[src/rtl/mcycle_unit.sv]
// Iterative multiply/divide unit: shift-add multiply and restoring divide, one result bit per cycle.
// Optional signed operation is enabled by defining MCYCLE_SIGNED_EN (adds the SignedOp input).
module mcycle_unit #(
    parameter int WIDTH = 32,
    parameter int CNT_W = 6
) (
    input  logic             CLK,
    input  logic             RESETn,
    input  logic             Start,
    input  logic             MCycleOp,
`ifdef MCYCLE_SIGNED_EN
    input  logic             SignedOp,
`endif
    input  logic [WIDTH-1:0] Operand1,
    input  logic [WIDTH-1:0] Operand2,
    output logic [WIDTH-1:0] Result1,
    output logic [WIDTH-1:0] Result2,
    output logic             Busy
);

    typedef enum logic [1:0] {
        IDLE      = 2'd0,
        COMPUTING = 2'd1,
        DONE      = 2'd2
    } state_t;

    state_t           state_q, state_d;
    logic [CNT_W-1:0] cnt_q, cnt_d;
    logic             op_q, op_d;
    logic [WIDTH-1:0] fix_q, fix_d;   // multiplicand (MUL) or divisor (DIV)
    logic [WIDTH-1:0] shf_q, shf_d;   // multiplier / product low (MUL) or dividend / quotient (DIV)
    logic [WIDTH-1:0] acc_q, acc_d;   // product high (MUL) or partial remainder (DIV)
    logic [WIDTH-1:0] res1_q, res1_d;
    logic [WIDTH-1:0] res2_q, res2_d;

    logic [WIDTH-1:0] mag1, mag2;
    logic [WIDTH-1:0] fin1, fin2;

    // Multiply step: conditional add into the upper half, then shift the whole accumulator right
    logic [WIDTH:0]   mul_sum;
    logic [WIDTH-1:0] mul_hi, mul_lo;
    assign mul_sum = {1'b0, acc_q} + (shf_q[0] ? {1'b0, fix_q} : {(WIDTH+1){1'b0}});
    assign mul_hi  = mul_sum[WIDTH:1];
    assign mul_lo  = {mul_sum[0], shf_q[WIDTH-1:1]};

    // Restoring divide step: borrow out of the extended subtract means "restore"
    logic [WIDTH:0]   div_shift;
    logic [WIDTH+1:0] div_diff;
    logic             div_ok;
    logic             div_unused;
    logic [WIDTH-1:0] div_rem, div_quo;
    assign div_shift  = {acc_q, shf_q[WIDTH-1]};
    assign div_diff   = {1'b0, div_shift} - {2'b00, fix_q};
    assign div_ok     = ~div_diff[WIDTH+1];
    assign div_unused = div_diff[WIDTH];
    assign div_rem    = div_ok ? div_diff[WIDTH-1:0] : div_shift[WIDTH-1:0];
    assign div_quo    = {shf_q[WIDTH-2:0], div_ok};

    logic [WIDTH-1:0] iter_hi, iter_lo;
    assign iter_hi = op_q ? div_rem : mul_hi;
    assign iter_lo = op_q ? div_quo : mul_lo;

`ifdef MCYCLE_SIGNED_EN
    logic               neg1, neg2;
    logic               neg_lo_q, neg_lo_d;
    logic               neg_hi_q, neg_hi_d;
    logic               div0_q, div0_d;
    logic [2*WIDTH-1:0] prod, prod_neg;

    assign neg1     = SignedOp & Operand1[WIDTH-1];
    assign neg2     = SignedOp & Operand2[WIDTH-1];
    assign mag1     = neg1 ? ({WIDTH{1'b0}} - Operand1) : Operand1;
    assign mag2     = neg2 ? ({WIDTH{1'b0}} - Operand2) : Operand2;
    assign prod     = {iter_hi, iter_lo};
    assign prod_neg = {(2*WIDTH){1'b0}} - prod;

    // Sign fix-up happens on the same edge the raw result is captured
    always_comb begin
        if (!op_q) begin
            {fin2, fin1} = neg_lo_q ? prod_neg : prod;
        end else begin
            fin1 = div0_q   ? {WIDTH{1'b1}} : (neg_lo_q ? ({WIDTH{1'b0}} - iter_lo) : iter_lo);
            fin2 = neg_hi_q ? ({WIDTH{1'b0}} - iter_hi) : iter_hi;
        end
    end

    always_ff @(posedge CLK or negedge RESETn) begin
        if (!RESETn) begin
            neg_lo_q <= 1'b0;
            neg_hi_q <= 1'b0;
            div0_q   <= 1'b0;
        end else begin
            neg_lo_q <= neg_lo_d;
            neg_hi_q <= neg_hi_d;
            div0_q   <= div0_d;
        end
    end

    always_comb begin
        neg_lo_d = neg_lo_q;
        neg_hi_d = neg_hi_q;
        div0_d   = div0_q;
        if (state_q == IDLE && Start) begin
            neg_lo_d = neg1 ^ neg2;
            neg_hi_d = neg1;
            div0_d   = (Operand2 == {WIDTH{1'b0}});
        end
    end
`else
    // Unsigned divide by zero naturally yields all-ones quotient and the dividend as remainder
    assign mag1 = Operand1;
    assign mag2 = Operand2;
    assign fin1 = iter_lo;
    assign fin2 = iter_hi;
`endif

    always_ff @(posedge CLK or negedge RESETn) begin
        if (!RESETn) begin
            state_q <= IDLE;
            cnt_q   <= '0;
            op_q    <= 1'b0;
            fix_q   <= '0;
            shf_q   <= '0;
            acc_q   <= '0;
            res1_q  <= '0;
            res2_q  <= '0;
        end else begin
            state_q <= state_d;
            cnt_q   <= cnt_d;
            op_q    <= op_d;
            fix_q   <= fix_d;
            shf_q   <= shf_d;
            acc_q   <= acc_d;
            res1_q  <= res1_d;
            res2_q  <= res2_d;
        end
    end

    always_comb begin
        state_d = state_q;
        cnt_d   = cnt_q;
        op_d    = op_q;
        fix_d   = fix_q;
        shf_d   = shf_q;
        acc_d   = acc_q;
        res1_d  = res1_q;
        res2_d  = res2_q;
        Busy    = 1'b0;
        case (state_q)
            IDLE: begin
                Busy = Start;
                if (Start) begin
                    op_d    = MCycleOp;
                    fix_d   = MCycleOp ? mag2 : mag1;
                    shf_d   = MCycleOp ? mag1 : mag2;
                    acc_d   = '0;
                    cnt_d   = '0;
                    state_d = COMPUTING;
                end
            end
            COMPUTING: begin
                Busy  = 1'b1;
                acc_d = iter_hi;
                shf_d = iter_lo;
                cnt_d = cnt_q + CNT_W'(1);
                if (cnt_q == CNT_W'(WIDTH-1)) begin
                    res1_d  = fin1;
                    res2_d  = fin2;
                    state_d = DONE;
                end
            end
            DONE: begin
                // Start is still asserted by the completing instruction, so it is ignored here
                state_d = IDLE;
            end
            default: state_d = IDLE;
        endcase
    end

    assign Result1 = res1_q;
    assign Result2 = res2_q;

endmodule

[config.mk]
export PLATFORM = sky130hd
export DESIGN_NAME = mcycle_unit
export DESIGN_NICKNAME = d
export VERILOG_FILES = /design/src/rtl/mcycle_unit.sv
export SDC_FILE = /design/constraint.sdc
export NUM_CORES = 1
export LEC_CHECK = 0
export ABC_AREA = 1
export CAP_MARGIN = 20
export CORE_ASPECT_RATIO = 0.6
export CORE_MARGIN = 2
export CORE_UTILIZATION = 35
export DETAILED_ROUTE_END_ITERATION = 16
export SYNTH_ARGS = -nofsm -noshare
export SYNTH_HDL_FRONTEND = slang
export SYNTH_SLANG_ARGS = --single-unit
[constraint.sdc]
create_clock -name CLK -period 2.9 [get_ports CLK]
set_clock_uncertainty 0.1 [all_clocks]
set_input_delay 0.29 -clock CLK [delete_from_list [all_inputs] [get_ports CLK]]
set_output_delay 0.29 -clock CLK [all_outputs]
set_load 0.01 [all_outputs]
; ---- Yosys cells after proc, flatten, opt, wreduce, memory -nomap -nowiden
; Cells that the tools add are included.
; Widths: inputs -> output; s select.
[totals]
wordCells = 38
in_bits = 68
ff_bits = 169
output_inout_bits = 65
[op_classes]
n_mux = 16
n_eq_ne = 4
reduce_logical = 6
addsub = 3
bitwise_logic = 1
[op_table]
columns = operator, n
row1 = $mux 32, 8
row2 = $pmux 32 s2, 2
row3 = $sub 33x32->34, 1
row4 = $add 32x32->33, 1
row5 = $pmux 6 s2, 1
row6 = $reduce_and 2->1, 4
row7 = $add 6x1->6 const B, 1
row8 = $eq 6x5->1 const B, 1
row9 = $mux 6, 1
row10 = $mux 2, 2
row11 = $ne 2x2->1 const B, 2
row12 = $pmux 2 s2, 1
row13 = $eq 2x1->1 const B, 1
row14 = $logic_not 2->1, 1
row15 = $pmux 1 s2, 1
row16 = $reduce_bool 2->1, 1
row17 = $not 1->1, 1

; ---- Logic depth before layout (Yosys ltp)
[depth]
depth_word = 4
ltp_mapped = 19
ltp_nobuf = 17

; ---- Least setup slack after synthesis
; OpenSTA, ideal clock, no wires.
[synth_timing]
path_kind = register -> register
start = register shf_q[0]
end = register acc_q[29]
path_slack_ps = 334
setup_ps = 118
arrival_ps = 2348
path_stages_with_launch = 20
synth_period_minus_slack_ps = 2566
t_required_ps = 2682
path_buffers = 2
cell_sequence = dfrtp_1 > clkbuf_1 > clkbuf_1 > nand2_1 > inv_1 > ha_1 > fa_1 > nand2_1 > nand3_1 > nand2_1 > o21ai_0 > nand3_1 > nand2_1 > nand2_1 > nand2_1 > nand2_1 > nand2_1 > nand2_1 > nand3_1 > nand2_1
[synth_between]
elab_chain_cells = 4
[synth_rtl]
columns = item, line
row1 = start: declaration, 31  ; logic [WIDTH-1:0] shf_q, shf_d;
row2 = start signal: assignment, 123  ; shf_q <= '0;
row3 = start signal: assignment, 132  ; shf_q <= shf_d;
row4 = $mux 32, 42  ; assign mul_sum = {1'b0, acc_q} + (shf_q[0] ? {1'b0, fix_q} : {(WIDTH+1){1'b0}});
row5 = $add 32x32->33, 42
row6 = $mux 32, 60  ; assign iter_hi = op_q ? div_rem : mul_hi;
row7 = $pmux 32 s2, 149  ; case (state_q)
row8 = end signal: assignment, 124  ; acc_q <= '0;
row9 = end signal: assignment, 133  ; acc_q <= acc_d;
row10 = end: declaration, 32  ; logic [WIDTH-1:0] acc_q, acc_d;
; No other way between the ends.
; A chain may end at the register's enable or synchronous reset.

; ---- Worst setup path in the final report
[layout_timing]
start = register shf_q[0]
end = register res2_q[20], in the netlist Result2[20]
[layout_between]
elab_chain_cells = 3
[layout_rtl]
columns = item, line
row1 = $mux 32, 42
row2 = $add 32x32->33, 42
row3 = $mux 32, 60
row4 = end signal: assignment, 135  ; res2_q <= res2_d;
row5 = end: declaration, 34  ; logic [WIDTH-1:0] res2_q, res2_d;
; No other way between the ends.

==> out/summary.md <==
The most frequent cell on the critical path is nand2_1. For the final-report max-slew violation count, the log shows 0. Setup repair after global routing could not meet its margin everywhere. The critical register-to-register path endpoint is Result2[20]. Layout cell share with drive strength beyond 1: 0.1096. Of all nets on the critical path, the largest fanout is 26. Once layout is complete, the cells apart from fillers number 2813. The total core area is 0.03750 sq mm. The remaining max-slew budget at the tightest pin was 0.4388; the detailed placer's ending HPWL was 44890 um. The first-pass iteration count of the detailed router was 5; the data arrival time of the critical path was 3.12 ns. The tightest min-delay check is of the in2async type.

IR analysis of the VDD net gives a maximum drop of 0.5628 mV. The clock reaches the later pin of the worst-skew pair after 0.47 ns. In this run the core area contains 55 standard-cell rows. Summed over all instances, the cell type with the most area after synthesis is dfrtp_1.

The overflow left after global routing is 0. The initial core utilization was 0.3528; the DRC violation count after routing was 0. The startpoint identified for the worst register-to-register timing path is shf_q[0]. Total routing resource utilization after global routing: 0.2890. The actual transition at the worst max-transition pin works out to 0.8419 ns. The cell chosen for the clock root was clkbuf_16.

The Yosys step of the flow raised 0 warnings. The tools report the startpoint type of the worst setup path as a register. CTS saw 169 sinks. The number of I/O pins was 133; the post-synthesis average cell area was 6.330 sq um.

Tracing the worst setup path back leads to its startpoint at shf_q[0]. The largest single stage delay on the critical path is 0.42 ns. After technology mapping, the gate count stands at 2090. The number of different library cells used by synthesis comes to 47.

For the worst setup path, the data required time is 3.19 ns. The layout overhead on the synthesized area came out at 27.13%. The floorplan step set the die width to 255 um.

Setup violations remaining at the end of the flow were counted as 0. The start-to-end type of the worst setup path is reg2reg. The die outline height is 154.6 um, and the number of hold violations in the final report is 0.

Cell at the slowest stage of the critical path: dfrtp_1. The clock tree synthesis step divided the H-tree into 4 levels. The top cell type's share of synthesized area came out at 0.3197. The number of nets still failing antenna checks after routing came out at 0.

Max-cap violations in this run came to 0. The net count after synthesis is 2225. After clock tree synthesis, the clock-pin slew on the worst setup and hold paths is 0.09 ns.

The number of synthesized register bits was 169. Across all layers, the routed design uses 14630 vias. Input and output buffers added on the ports amount to 132.

The number of buffers created by CTS came out at 17. The critical path endpoint is Result2[20]. Wire length of the first global-routing pass: 84260 um.

The tools report the via count of the first global-routing pass as 13480. The type of destination of the critical path is a register. The signal on the critical path passes through buf_12 -> nand2_1 -> inv_1 -> ha_1 -> a21oi_1 -> buf_4 -> o21ai_0 -> inv_1 -> nand2_1 -> inv_1 -> nand3_1 -> nand2_1 -> nand3_2 -> nand4_1 -> nand2_1. For this run, the top clock speed supported by timing is 0.3534 GHz. Placement-stage worst setup slack: -0.03734 ns. Measured in cells, the most critical reg-to-reg path has a length of 15.

Entering global routing, the biggest net connects 73 pins. The clock period could shrink to 2.829 ns. The repair_antennas step left the layout with diodes totalling 0. The number of antenna violations at the first check in global routing was 2; the ratio of routed vias to standard cells was 5.199. Across all hold checks on the routed design, the worst slack comes to 0.3191 ns. In the final timing run, aggregate negative setup slack is 0 ns. Wires add up to 56360 um.

The sequential cell area fraction in the yosys report is 0.3197, and the leakage power is 0.008941 uW. In this run, placement finished with an instance count of 2776. The run finished with clean final reports.

The post-detailed-route wirelength per cell was 20.04 um. For the maximum buffer depth of the clock tree, the log shows 2. Weighted congestion reported at the end of routability-driven placement: 0.9888. At the end of the flow, the number of nets in the layout was 2422. The violation count after the first detailed-routing iteration is 1755, and the die area is 0.03942 sq mm.

Power spread over the standard cell area amounts to 1483 mW/mm^2. The final cycle utilization of the critical path came out at 0.9757. Setup slack on the critical path of the routed design comes to 0.07054 ns.

Yosys attributes the largest share of cell area to dfrtp_1 (32%), nand2_1 (23%), inv_1 (9.3%), ha_1 (6.1%), nand3_1 (5.4%). TritonCTS built the clock tree. For the reg2reg setup slack, the log shows 0.07 ns. The cell area after synthesis was 0.01323 sq mm.
==> logic make-up after synthesis <==
group | Yosys count | share of synthesized area
compound gates | 261 | 0.1172
xor+xnor | 19 | 0.01258
fa+ha+maj | 67 | 0.06450
buf+inv | 407 | 0.1176
flops | 169 | 0.3197
mux | 3 | 0.002270
simple gates | 1164 | 0.3662
==> cell usage in the layout, fill, tap and decap left out, types with 47 or more instances in the layout <==
master / count
a21oi_1: 51
nand2_1: 802
inv_1: 328
nand3_1: 136
dfrtp_1: 161
o21ai_0: 116
buf_4: 112
nor2_1: 95
ha_1: 50
nand4_1: 47
clkdlybuf4s50_1: 130
==> metal layers <==
layer | track usage | vias to the layer above | part of all wire
li1 | - | 7030 | -
met1 | 0.4598 | 6919 | 0.49
met2 | 0.3557 | 638 | 0.36
met3 | 0.1087 | 38 | 0.13
met5 | 0 | - | 0
met4 | 0.05597 | 0 | 0.016
==> worst max-delay path, delay by kind of cell, from the launching register on <==
kind / cells / cell delay [ns]
simple gates: 7 / 0.98
buf+inv: 5 / 0.54
flops: 1 / 0.42
fa+ha+maj: 1 / 0.39
compound gates: 2 / 0.29
==> per-stage QoR <==
| step | area [sq um] | utilization | total power [uW] |
|---|---|---|---|
| floorplan | 13230 | - | 14410 |
| global placement | 15870 | 0.4230 | 21220 |
| detailed placement | 15870 | 0.4230 | 21220 |
| CTS | 16530 | 0.4407 | 23890 |
| global route | 16820 | 0.4485 | 26890 |
| finish | 16820 | 0.4485 | 24940 |
==> state kept, by name (all words and copies together) (netlist names) <==
signal and flops:
state_q 2, Result2 32, fix_q 32, acc_q 32, Result1 32, shf_q 32
op_q 1, cnt_q 6
==> how the worst min path moves through the flow <==
stage	slack (ns)	endpoint	from	depth (start not counted)
after floorplan	-0.11	Result1[0]	RESETn	0
after global placement	0.30	Result1[31]	RESETn	1
after detailed placement	0.31	Result2[19]	RESETn	1
after CTS	0.31	fix_q[31]	Operand1[31]	3
after global routing	0.34	fix_q[31]	Operand2[31]	3
final	0.32	Result2[19]	RESETn	2
==> Yosys cell counts, drive strengths merged <==
cell type and count:
nand2 828, inv 330, dfrtp 169, nand3 145
o21ai 122, nor2 112, ha 65, a21oi 62
nand4 47, clkbuf 46, o211ai 34, buf 30
a221oi 14, o221ai 12, nand3b 11, xnor2 10
nor3 9, xor2 9, o21bai 6, or2 6
a31oi 5, mux2i 3, and2 2, and3 2
fa 2, nor4 2, a211o 1, a21o 1
a22o 1, clkinv 1, o2111ai 1, o21a 1
o22ai 1
==> where the power goes <==
group | total, uW | internal (uW) | switching, uW
clock | 2540 | 1260 | 1270
sequential | 4510 | 3460 | 1050
combinational | 17900 | 6440 | 11400
==> cell type report <==
class | count | area (sq um)
repair buffers | 254 | 2335
inverters | 331 | 1242
multi-input cells | 1514 | 7719
flip-flops and latches | 169 | 4239
clock buffers | 17 | 425.4
fillers | 3876 | 20680
well taps | 513 | 641.9
clock inverters | 15 | 217.7
==> what timing repair did <==
action | CTS | global route
endpoints found under the setup margin | 3 | 39
hold buffers | 1 | 0
hold endpoints to repair | 65 | 0
pin swaps | 1 | 5
buffers inserted | 0 | 4
resized for setup | 3 | 69
Power figures use the tool's default switching activity.
